**config.mk**
```make
export PLATFORM = sky130hd
export DESIGN_NAME = mu0_control
export DESIGN_NICKNAME = d
export VERILOG_FILES = /design/src/rtl/mu0_pkg.sv /design/src/rtl/mu0_control.sv
export SDC_FILE = /design/constraint.sdc
export NUM_CORES = 1
export LEC_CHECK = 0
export ABC_AREA = 1
export ABC_CLOCK_PERIOD_IN_PS = 3200
export CAP_MARGIN = 15
export CORE_MARGIN = 2
export CORE_UTILIZATION = 50
export DETAILED_ROUTE_END_ITERATION = 8
export PLACE_DENSITY = 0.9
export SLEW_MARGIN = 5
export SYNTH_ARGS = -nofsm -noshare
export SYNTH_HDL_FRONTEND = slang
export SYNTH_SLANG_ARGS = --single-unit
```
**constraint.sdc**
```tcl
create_clock -name clk -period 3.2 [get_ports clk]
set_input_delay 0.64 -clock clk [delete_from_list [all_inputs] [get_ports clk]]
set_output_delay 0.64 -clock clk [all_outputs]
set_load 0.05 [all_outputs]
```
**src/rtl/mu0_pkg.sv**
```systemverilog
// Shared MU0 definitions: opcodes, ALU functions, datapath select codes and the
// control-unit decode function used by mu0_control.
package mu0_pkg;

  typedef enum logic [1:0] {
    ST_RST   = 2'd0,
    ST_FETCH = 2'd1,
    ST_EXEC  = 2'd2,
    ST_HALT  = 2'd3
  } state_t;

  localparam logic [3:0] OP_LDA = 4'd0;
  localparam logic [3:0] OP_STO = 4'd1;
  localparam logic [3:0] OP_ADD = 4'd2;
  localparam logic [3:0] OP_SUB = 4'd3;
  localparam logic [3:0] OP_JMP = 4'd4;
  localparam logic [3:0] OP_JGE = 4'd5;
  localparam logic [3:0] OP_JNE = 4'd6;
  localparam logic [3:0] OP_STP = 4'd7;

  localparam logic [2:0] ALU_ZERO  = 3'd0;
  localparam logic [2:0] ALU_ADD   = 3'd1;
  localparam logic [2:0] ALU_SUB   = 3'd2;
  localparam logic [2:0] ALU_PASSB = 3'd3;
  localparam logic [2:0] ALU_INCB  = 3'd4;

  localparam logic [1:0] BSEL_PC  = 2'd0;
  localparam logic [1:0] BSEL_MEM = 2'd1;
  localparam logic [1:0] BSEL_IR  = 2'd2;

  typedef struct packed {
    logic [2:0] alufs;
    logic       a_sel;
    logic [1:0] b_sel;
    logic       acc_ce;
    logic       pc_ce;
    logic       ir_ce;
    logic       acc_oe;
    logic       mem_rq;
    logic       rnw;
    logic       halted;
  } ctrl_t;

  typedef struct packed {
    ctrl_t  ctrl;
    state_t nxt;
    logic   set_illegal;
    logic   retire;
  } decode_t;

  // Pure decode of the current state and inputs into datapath controls plus
  // the next-state / side-effect requests for the sequencer.
  function automatic decode_t mu0_decode(input state_t     state,
                                         input logic [3:0] opcode,
                                         input logic       acc_z,
                                         input logic       acc_n,
                                         input logic       mem_rdy,
                                         input logic       halt_on_illegal);
    decode_t d;
    logic    take;
    // NOTE: everything gets a default first so no path through the case can
    // leave a bit unassigned and infer a latch.
    d     = '0;
    d.nxt = state;
    take  = 1'b0;
    case (state)
      ST_RST: begin
        d.ctrl.alufs = ALU_ZERO;
        d.ctrl.b_sel = BSEL_PC;
        d.ctrl.pc_ce = 1'b1;
        d.nxt        = ST_FETCH;
      end
      ST_FETCH: begin
        d.ctrl.a_sel  = 1'b0;
        d.ctrl.b_sel  = BSEL_PC;
        d.ctrl.alufs  = ALU_INCB;
        d.ctrl.mem_rq = 1'b1;
        d.ctrl.rnw    = 1'b1;
        d.ctrl.pc_ce  = mem_rdy;
        d.ctrl.ir_ce  = mem_rdy;
        if (mem_rdy) d.nxt = ST_EXEC;
      end
      ST_EXEC: begin
        case (opcode)
          OP_LDA, OP_ADD, OP_SUB: begin
            d.ctrl.a_sel  = 1'b1;
            d.ctrl.mem_rq = 1'b1;
            d.ctrl.rnw    = 1'b1;
            d.ctrl.b_sel  = BSEL_MEM;
            d.ctrl.alufs  = (opcode == OP_LDA) ? ALU_PASSB :
                            (opcode == OP_ADD) ? ALU_ADD : ALU_SUB;
            d.ctrl.acc_ce = mem_rdy;
            if (mem_rdy) begin
              d.nxt    = ST_FETCH;
              d.retire = 1'b1;
            end
          end
          OP_STO: begin
            d.ctrl.a_sel  = 1'b1;
            d.ctrl.mem_rq = 1'b1;
            d.ctrl.rnw    = 1'b0;
            d.ctrl.acc_oe = 1'b1;
            d.ctrl.alufs  = ALU_ZERO;
            if (mem_rdy) begin
              d.nxt    = ST_FETCH;
              d.retire = 1'b1;
            end
          end
          OP_JMP, OP_JGE, OP_JNE: begin
            // Flags are those of the accumulator in this same cycle.
            take = (opcode == OP_JMP) ||
                   (opcode == OP_JGE && !acc_n) ||
                   (opcode == OP_JNE && !acc_z);
            if (take) begin
              d.ctrl.b_sel = BSEL_IR;
              d.ctrl.alufs = ALU_PASSB;
              d.ctrl.pc_ce = 1'b1;
            end
            d.nxt    = ST_FETCH;
            d.retire = 1'b1;
          end
          OP_STP: d.nxt = ST_HALT;
          default: begin
            if (halt_on_illegal) begin
              d.set_illegal = 1'b1;
              d.nxt         = ST_HALT;
            end else begin
              d.nxt    = ST_FETCH;
              d.retire = 1'b1;
            end
          end
        endcase
      end
      default: begin
        d.ctrl.halted = 1'b1;
        d.nxt         = ST_HALT;
      end
    endcase
    return d;
  endfunction

endpackage

```
**src/rtl/mu0_control.sv**
```systemverilog
// MU0 control unit: sequences reset/fetch/execute/halt, decodes opcodes into
// datapath controls, stalls on mem_rdy and counts retired instructions.
module mu0_control
  import mu0_pkg::*;
#(
  parameter int CNT_W           = 16,
  parameter bit HALT_ON_ILLEGAL = 1'b1
) (
  input  logic             clk,
  input  logic             reset,
  input  logic [3:0]       opcode,
  input  logic             acc_z,
  input  logic             acc_n,
  input  logic             mem_rdy,
  output logic [2:0]       alufs,
  output logic             a_sel,
  output logic [1:0]       b_sel,
  output logic             acc_ce,
  output logic             pc_ce,
  output logic             ir_ce,
  output logic             acc_oe,
  output logic             mem_rq,
  output logic             rnw,
  output logic             halted,
  output logic             illegal,
  output logic [CNT_W-1:0] retired
);

  state_t             state;
  decode_t            dec;
  logic               illegal_q;
  logic [CNT_W-1:0]   retired_q;

  always_comb begin
    dec = mu0_decode(state, opcode, acc_z, acc_n, mem_rdy, HALT_ON_ILLEGAL);
  end

  // NOTE: sequential state uses non-blocking assignments so every register
  // samples the pre-edge values regardless of statement order.
  always_ff @(posedge clk or posedge reset) begin
    if (reset) begin
      state     <= ST_RST;
      illegal_q <= 1'b0;
      retired_q <= '0;
    end else begin
      state <= dec.nxt;
      if (dec.set_illegal) illegal_q <= 1'b1;
      if (dec.retire)      retired_q <= retired_q + CNT_W'(1);
    end
  end

  // Controls are combinational so a reset drops mem_rq in the same cycle.
  assign alufs   = dec.ctrl.alufs;
  assign a_sel   = dec.ctrl.a_sel;
  assign b_sel   = dec.ctrl.b_sel;
  assign acc_ce  = dec.ctrl.acc_ce;
  assign pc_ce   = dec.ctrl.pc_ce;
  assign ir_ce   = dec.ctrl.ir_ce;
  assign acc_oe  = dec.ctrl.acc_oe;
  assign mem_rq  = dec.ctrl.mem_rq;
  assign rnw     = dec.ctrl.rnw;
  assign halted  = dec.ctrl.halted;
  assign illegal = illegal_q;
  assign retired = retired_q;

endmodule

```
[Word level (Yosys, flattened, before mapping)]
Cells that the tools add are included.
Cells by class
  add/sub/neg operators: 1
  eq/ne operators: 11
  muxes and demuxes: 29
  reduce and logical (&&, ||, !) cells: 14
Operators by type and width (count)
  16-bit by 1-bit adder with 16-bit output (second input constant): 1
  4-bit by 3-bit == test with 1-bit output (second input constant): 4
  2-bit 2-to-1 mux: 8
  2-bit one-hot mux with 2 select lines: 4
  1-bit 2-to-1 mux: 12
  3-bit one-hot mux with 2 select lines: 2
  3-bit OR reduction: 3
  4-bit by 2-bit == test with 1-bit output (second input constant): 2
  8-bit OR reduction: 1
  2-bit one-hot mux with 3 select lines: 1
  4-bit by 1-bit == test with 1-bit output (second input constant): 1
  4-bit zero test: 1
  4-bit OR reduction: 1
  3-bit inequality test (second input constant): 1
  1-bit one-hot mux with 3 select lines: 1
  2-bit by 1-bit == test with 1-bit output (second input constant): 1
  2-bit == test (second input constant): 1
  1-bit logical AND: 2
  1-bit zero test: 2
  2-bit zero test: 1
  1-bit logical OR: 2
  2-bit inequality test (second input constant): 1
  1-bit one-hot mux with 2 select lines: 1
  2-bit AND reduction: 1
Word-level totals
  bits in registers: 19
  input port bits: 9
  output and inout port bits: 30
  logic and storage cells: 58

[Logic depth before layout (Yosys ltp)]
  depth after elaboration: 7
  gate-level depth with buffers: 9
  gate-level depth less buffers: 8

[Least setup slack after synthesis]
No wires, ideal clock.
  path kind: input to output
  from: input port opcode[3]
  to: output port acc_oe
  data arrival time: 1.970 ns
  required time: 2.560 ns
  path slack: 0.590 ns
  stages: 3
  buffers on the path: 0
  cells stage by stage: nor2_2 -> nand2_1 -> nor3_1
Between the ends
  longest elaborated chain between the ends: 3
RTL lines
  from (decl): line mu0_control.sv:11  | input logic [3:0] opcode,
  4-bit by 1-bit == test with 1-bit output: line mu0_pkg.sv:84  | case (opcode)
  1-bit 2-to-1 mux: line mu0_pkg.sv:84
  1-bit 2-to-1 mux: line mu0_pkg.sv:66  | case (state)
  to (decl): line mu0_control.sv:21  | output logic acc_oe,
Every way passes these cells.

[Worst setup path after layout]
  from: input port mem_rdy
  to: output port ir_ce
Between the ends
  longest elaborated chain between the ends: 1
RTL lines
  from (decl): line mu0_control.sv:14  | input logic mem_rdy,
  1-bit 2-to-1 mux: line mu0_pkg.sv:66
  to (decl): line mu0_control.sv:20  | output logic ir_ce,
Every way passes these cells.

==> impl_metrics.env <==
export IMPL_place_inst=240
export IMPL_ys_flop_type="dfrtp_1"
export IMPL_ant_nets=0
export IMPL_grt_pass1_vias=1123
export IMPL_cts_made_buffers=3
export IMPL_num_vias=1220
export IMPL_worstPathMaxFanout=3
export IMPL_critPathLaunchType="primary input"
export IMPL_synth_warnings=0
export IMPL_drv_slew=0
export IMPL_antenna_found_initial=0
export IMPL_coreArea_um2=2480
export IMPL_gp_congestion=0.826
export IMPL_grt_pass1_wl_mm=4.69
export IMPL_max_cap_violations=0
export IMPL_postSynthCellCount=179
export IMPL_area_growth_syn_to_layout_pct=29.7
export IMPL_wl_per_cell_um=11.6
export IMPL_ios=39
export IMPL_num_rows=18
export IMPL_initial_core_util=0.527
export IMPL_finalClockSkew_ps=0.354
export IMPL_rsz0062_at_grt="false"
export IMPL_use_met2=0.387
export IMPL_ys_ff_latch=19
export IMPL_p_leak_nw=0.788
export IMPL_port_buffer_count=38
export IMPL_setup_worst_path_class="in2out"
export IMPL_ys_seq_area_frac=0.364
export IMPL_synth_edf_count=0
export IMPL_hpwl_mm=2.22
export IMPL_grt_max_degree=22
export IMPL_fmax_mhz=367
export IMPL_cp_required_ps=2560
export IMPL_cts_repair_resized=0
export IMPL_track_usage=0.215
export IMPL_busiest_layer="met2"
export IMPL_die_area_um2=3030
export IMPL_endpoint_kind="output port"
export IMPL_worst_pin_slew_ps=701
export IMPL_hold_viol=0
export IMPL_cts_sinks=19
export IMPL_layout_min_cycle_time_ps=2730
export IMPL_clk_pin_slew_ps=110
export IMPL_cts_max_level=1
export IMPL_grtUsageMet1=0.253
export IMPL_grt_overflow_total=0
export IMPL_fp_dieW_um=55.1
export IMPL_hp_class="reg2reg"
export IMPL_yosys_cell_types_count=24
export IMPL_power_density_nw_per_um2=633
export IMPL_run_status="finished, final reports clean"
export IMPL_drtIter0Drc=24
export IMPL_clk_path_buf_depth=2
export IMPL_vdd_drop_max_uv=680
export IMPL_netlist_area_um2=1310
export IMPL_via_per_inst=5.00
export IMPL_routed_wl_mm=2.83
export IMPL_async_flop_share=1.00
export IMPL_drcViolationCount=0
export IMPL_slew_headroom=0.532
export IMPL_finalNonFillerCells=244
export IMPL_syn_nets=194
export IMPL_cts_setup_buffers=0
export IMPL_cts_hold_buf=0
export IMPL_final_layout_size_suffix_gt1_frac=0.126
export IMPL_synth_area_per_cell_um2=7.29
export IMPL_cts_tree="built"
export IMPL_nets=230
export IMPL_period_share=0.852
export IMPL_die_y_um=55.1
export IMPL_dr_pass1_iters=4
export IMPL_grt_util_met3=0.0376
export IMPL_diodes=0
export IMPL_arrival_ps=2090
export IMPL_clockRootBuffer="clkbuf_4"
export IMPL_clock_latency_ps=300
export IMPL_finalSetupViolations=0
export IMPL_fin_setup_tns_ps=0
logic make-up (layout without fill, tap and decap cells):
logic type	count (synthesis)	after routing	synth area share
xor+xnor	7	7	0.0470
buf+inv	31	66	0.112
simple gates	103	103	0.362
fa+ha+maj	6	6	0.0575
flops	19	19	0.364
compound gates	13	13	0.0566
Yosys cell counts (2+ instances only):
cell / number / area [µm²]
nand2_1: 51 / 191
inv_1: 23 / 86.3
dfrtp_1: 19 / 475
nor2_1: 19 / 71.3
nand3_1: 11 / 55.1
a21oi_1: 7 / 35.0
nand4_1: 7 / 43.8
buf_4: 6 / 45.0
ha_1: 6 / 75.1
nand2_2: 5 / 31.3
xnor2_1: 5 / 43.8
nor2_2: 3 / 18.8
nor3_1: 3 / 15.0
nor2_4: 2 / 22.5
o21ai_0: 2 / 10.0
xor2_1: 2 / 17.5
per-stage QoR:
step / utilization / area, µm² / power [mW] / hold WS [ps] / setup slack (ps)
detailed placement: 0.673 / 1670 / 0.953 / 491 / 481
global route: 0.683 / 1690 / 1.14 / 554 / 313
CTS: 0.683 / 1690 / 1.08 / 536 / 475
floorplan: - / 1310 / 0.772 / 531 / 590
finish: 0.683 / 1690 / 1.07 / 533 / 473
global placement: 0.673 / 1670 / 0.944 / 465 / 483
flip-flops by register name, summed over array words and instances (netlist names):
register,flops
illegal,1
retired,16
state,2
cell usage in the layout, fill, tap and decap left out:
cell / n
inv_1: 23
a21oi_2: 1
nand2_1: 51
o21ai_0: 2
dfrtp_1: 19
nor2_4: 2
clkbuf_1: 1
nand2_2: 5
nand4_1: 7
o21bai_1: 1
buf_12: 2
xnor2_1: 5
inv_2: 1
buf_4: 8
clkbuf_4: 3
ha_1: 6
o21ai_1: 1
a21oi_1: 7
nor3_1: 3
nor2_1: 19
nor3b_2: 1
o21a_1: 1
nor2_2: 3
xor2_1: 2
nand2_4: 1
nand3_1: 11
clkdlybuf4s50_1: 28
path summary, 6_finish.rpt:
kind,from,to,slack [ps],depth (start not counted)
min reg2reg,retired[11],retired[11],530,1
min in group asynchronous,reset,retired[9],750,2
max in group asynchronous,reset,retired[11],2010,2
min,retired[11],retired[11],530,1
max,mem_rdy,ir_ce,470,4
max reg2reg,state[0],retired[9],1480,7
layer usage:
metal,up-vias,share of wire
met2,21,0.50
li1,628,-
met3,7,0.029
met1,564,0.45
met5,-,0
met4,0,0.021
worst max-delay path, cell delays in order:
cell,delay (ps)
clkdlybuf4s50_1,520
nand2_1,70
inv_1,70
clkdlybuf4s50_1,790
power by group:
part | switching (mW) | internal, mW | total, mW
combinational | 0.414 | 0.204 | 0.618
clock | 0.0746 | 0.0486 | 0.123
sequential | 0.0514 | 0.278 | 0.329
final cells by class:
class,instances,area (µm²)
fill,211,785
multi-input combinational,129,683
sequential,19,475
timing repair buffer,38,380
inverter,24,90.1
tap,30,37.5
clock buffer,4,26.3
No activity file was read; power rests on OpenSTA's default activity.
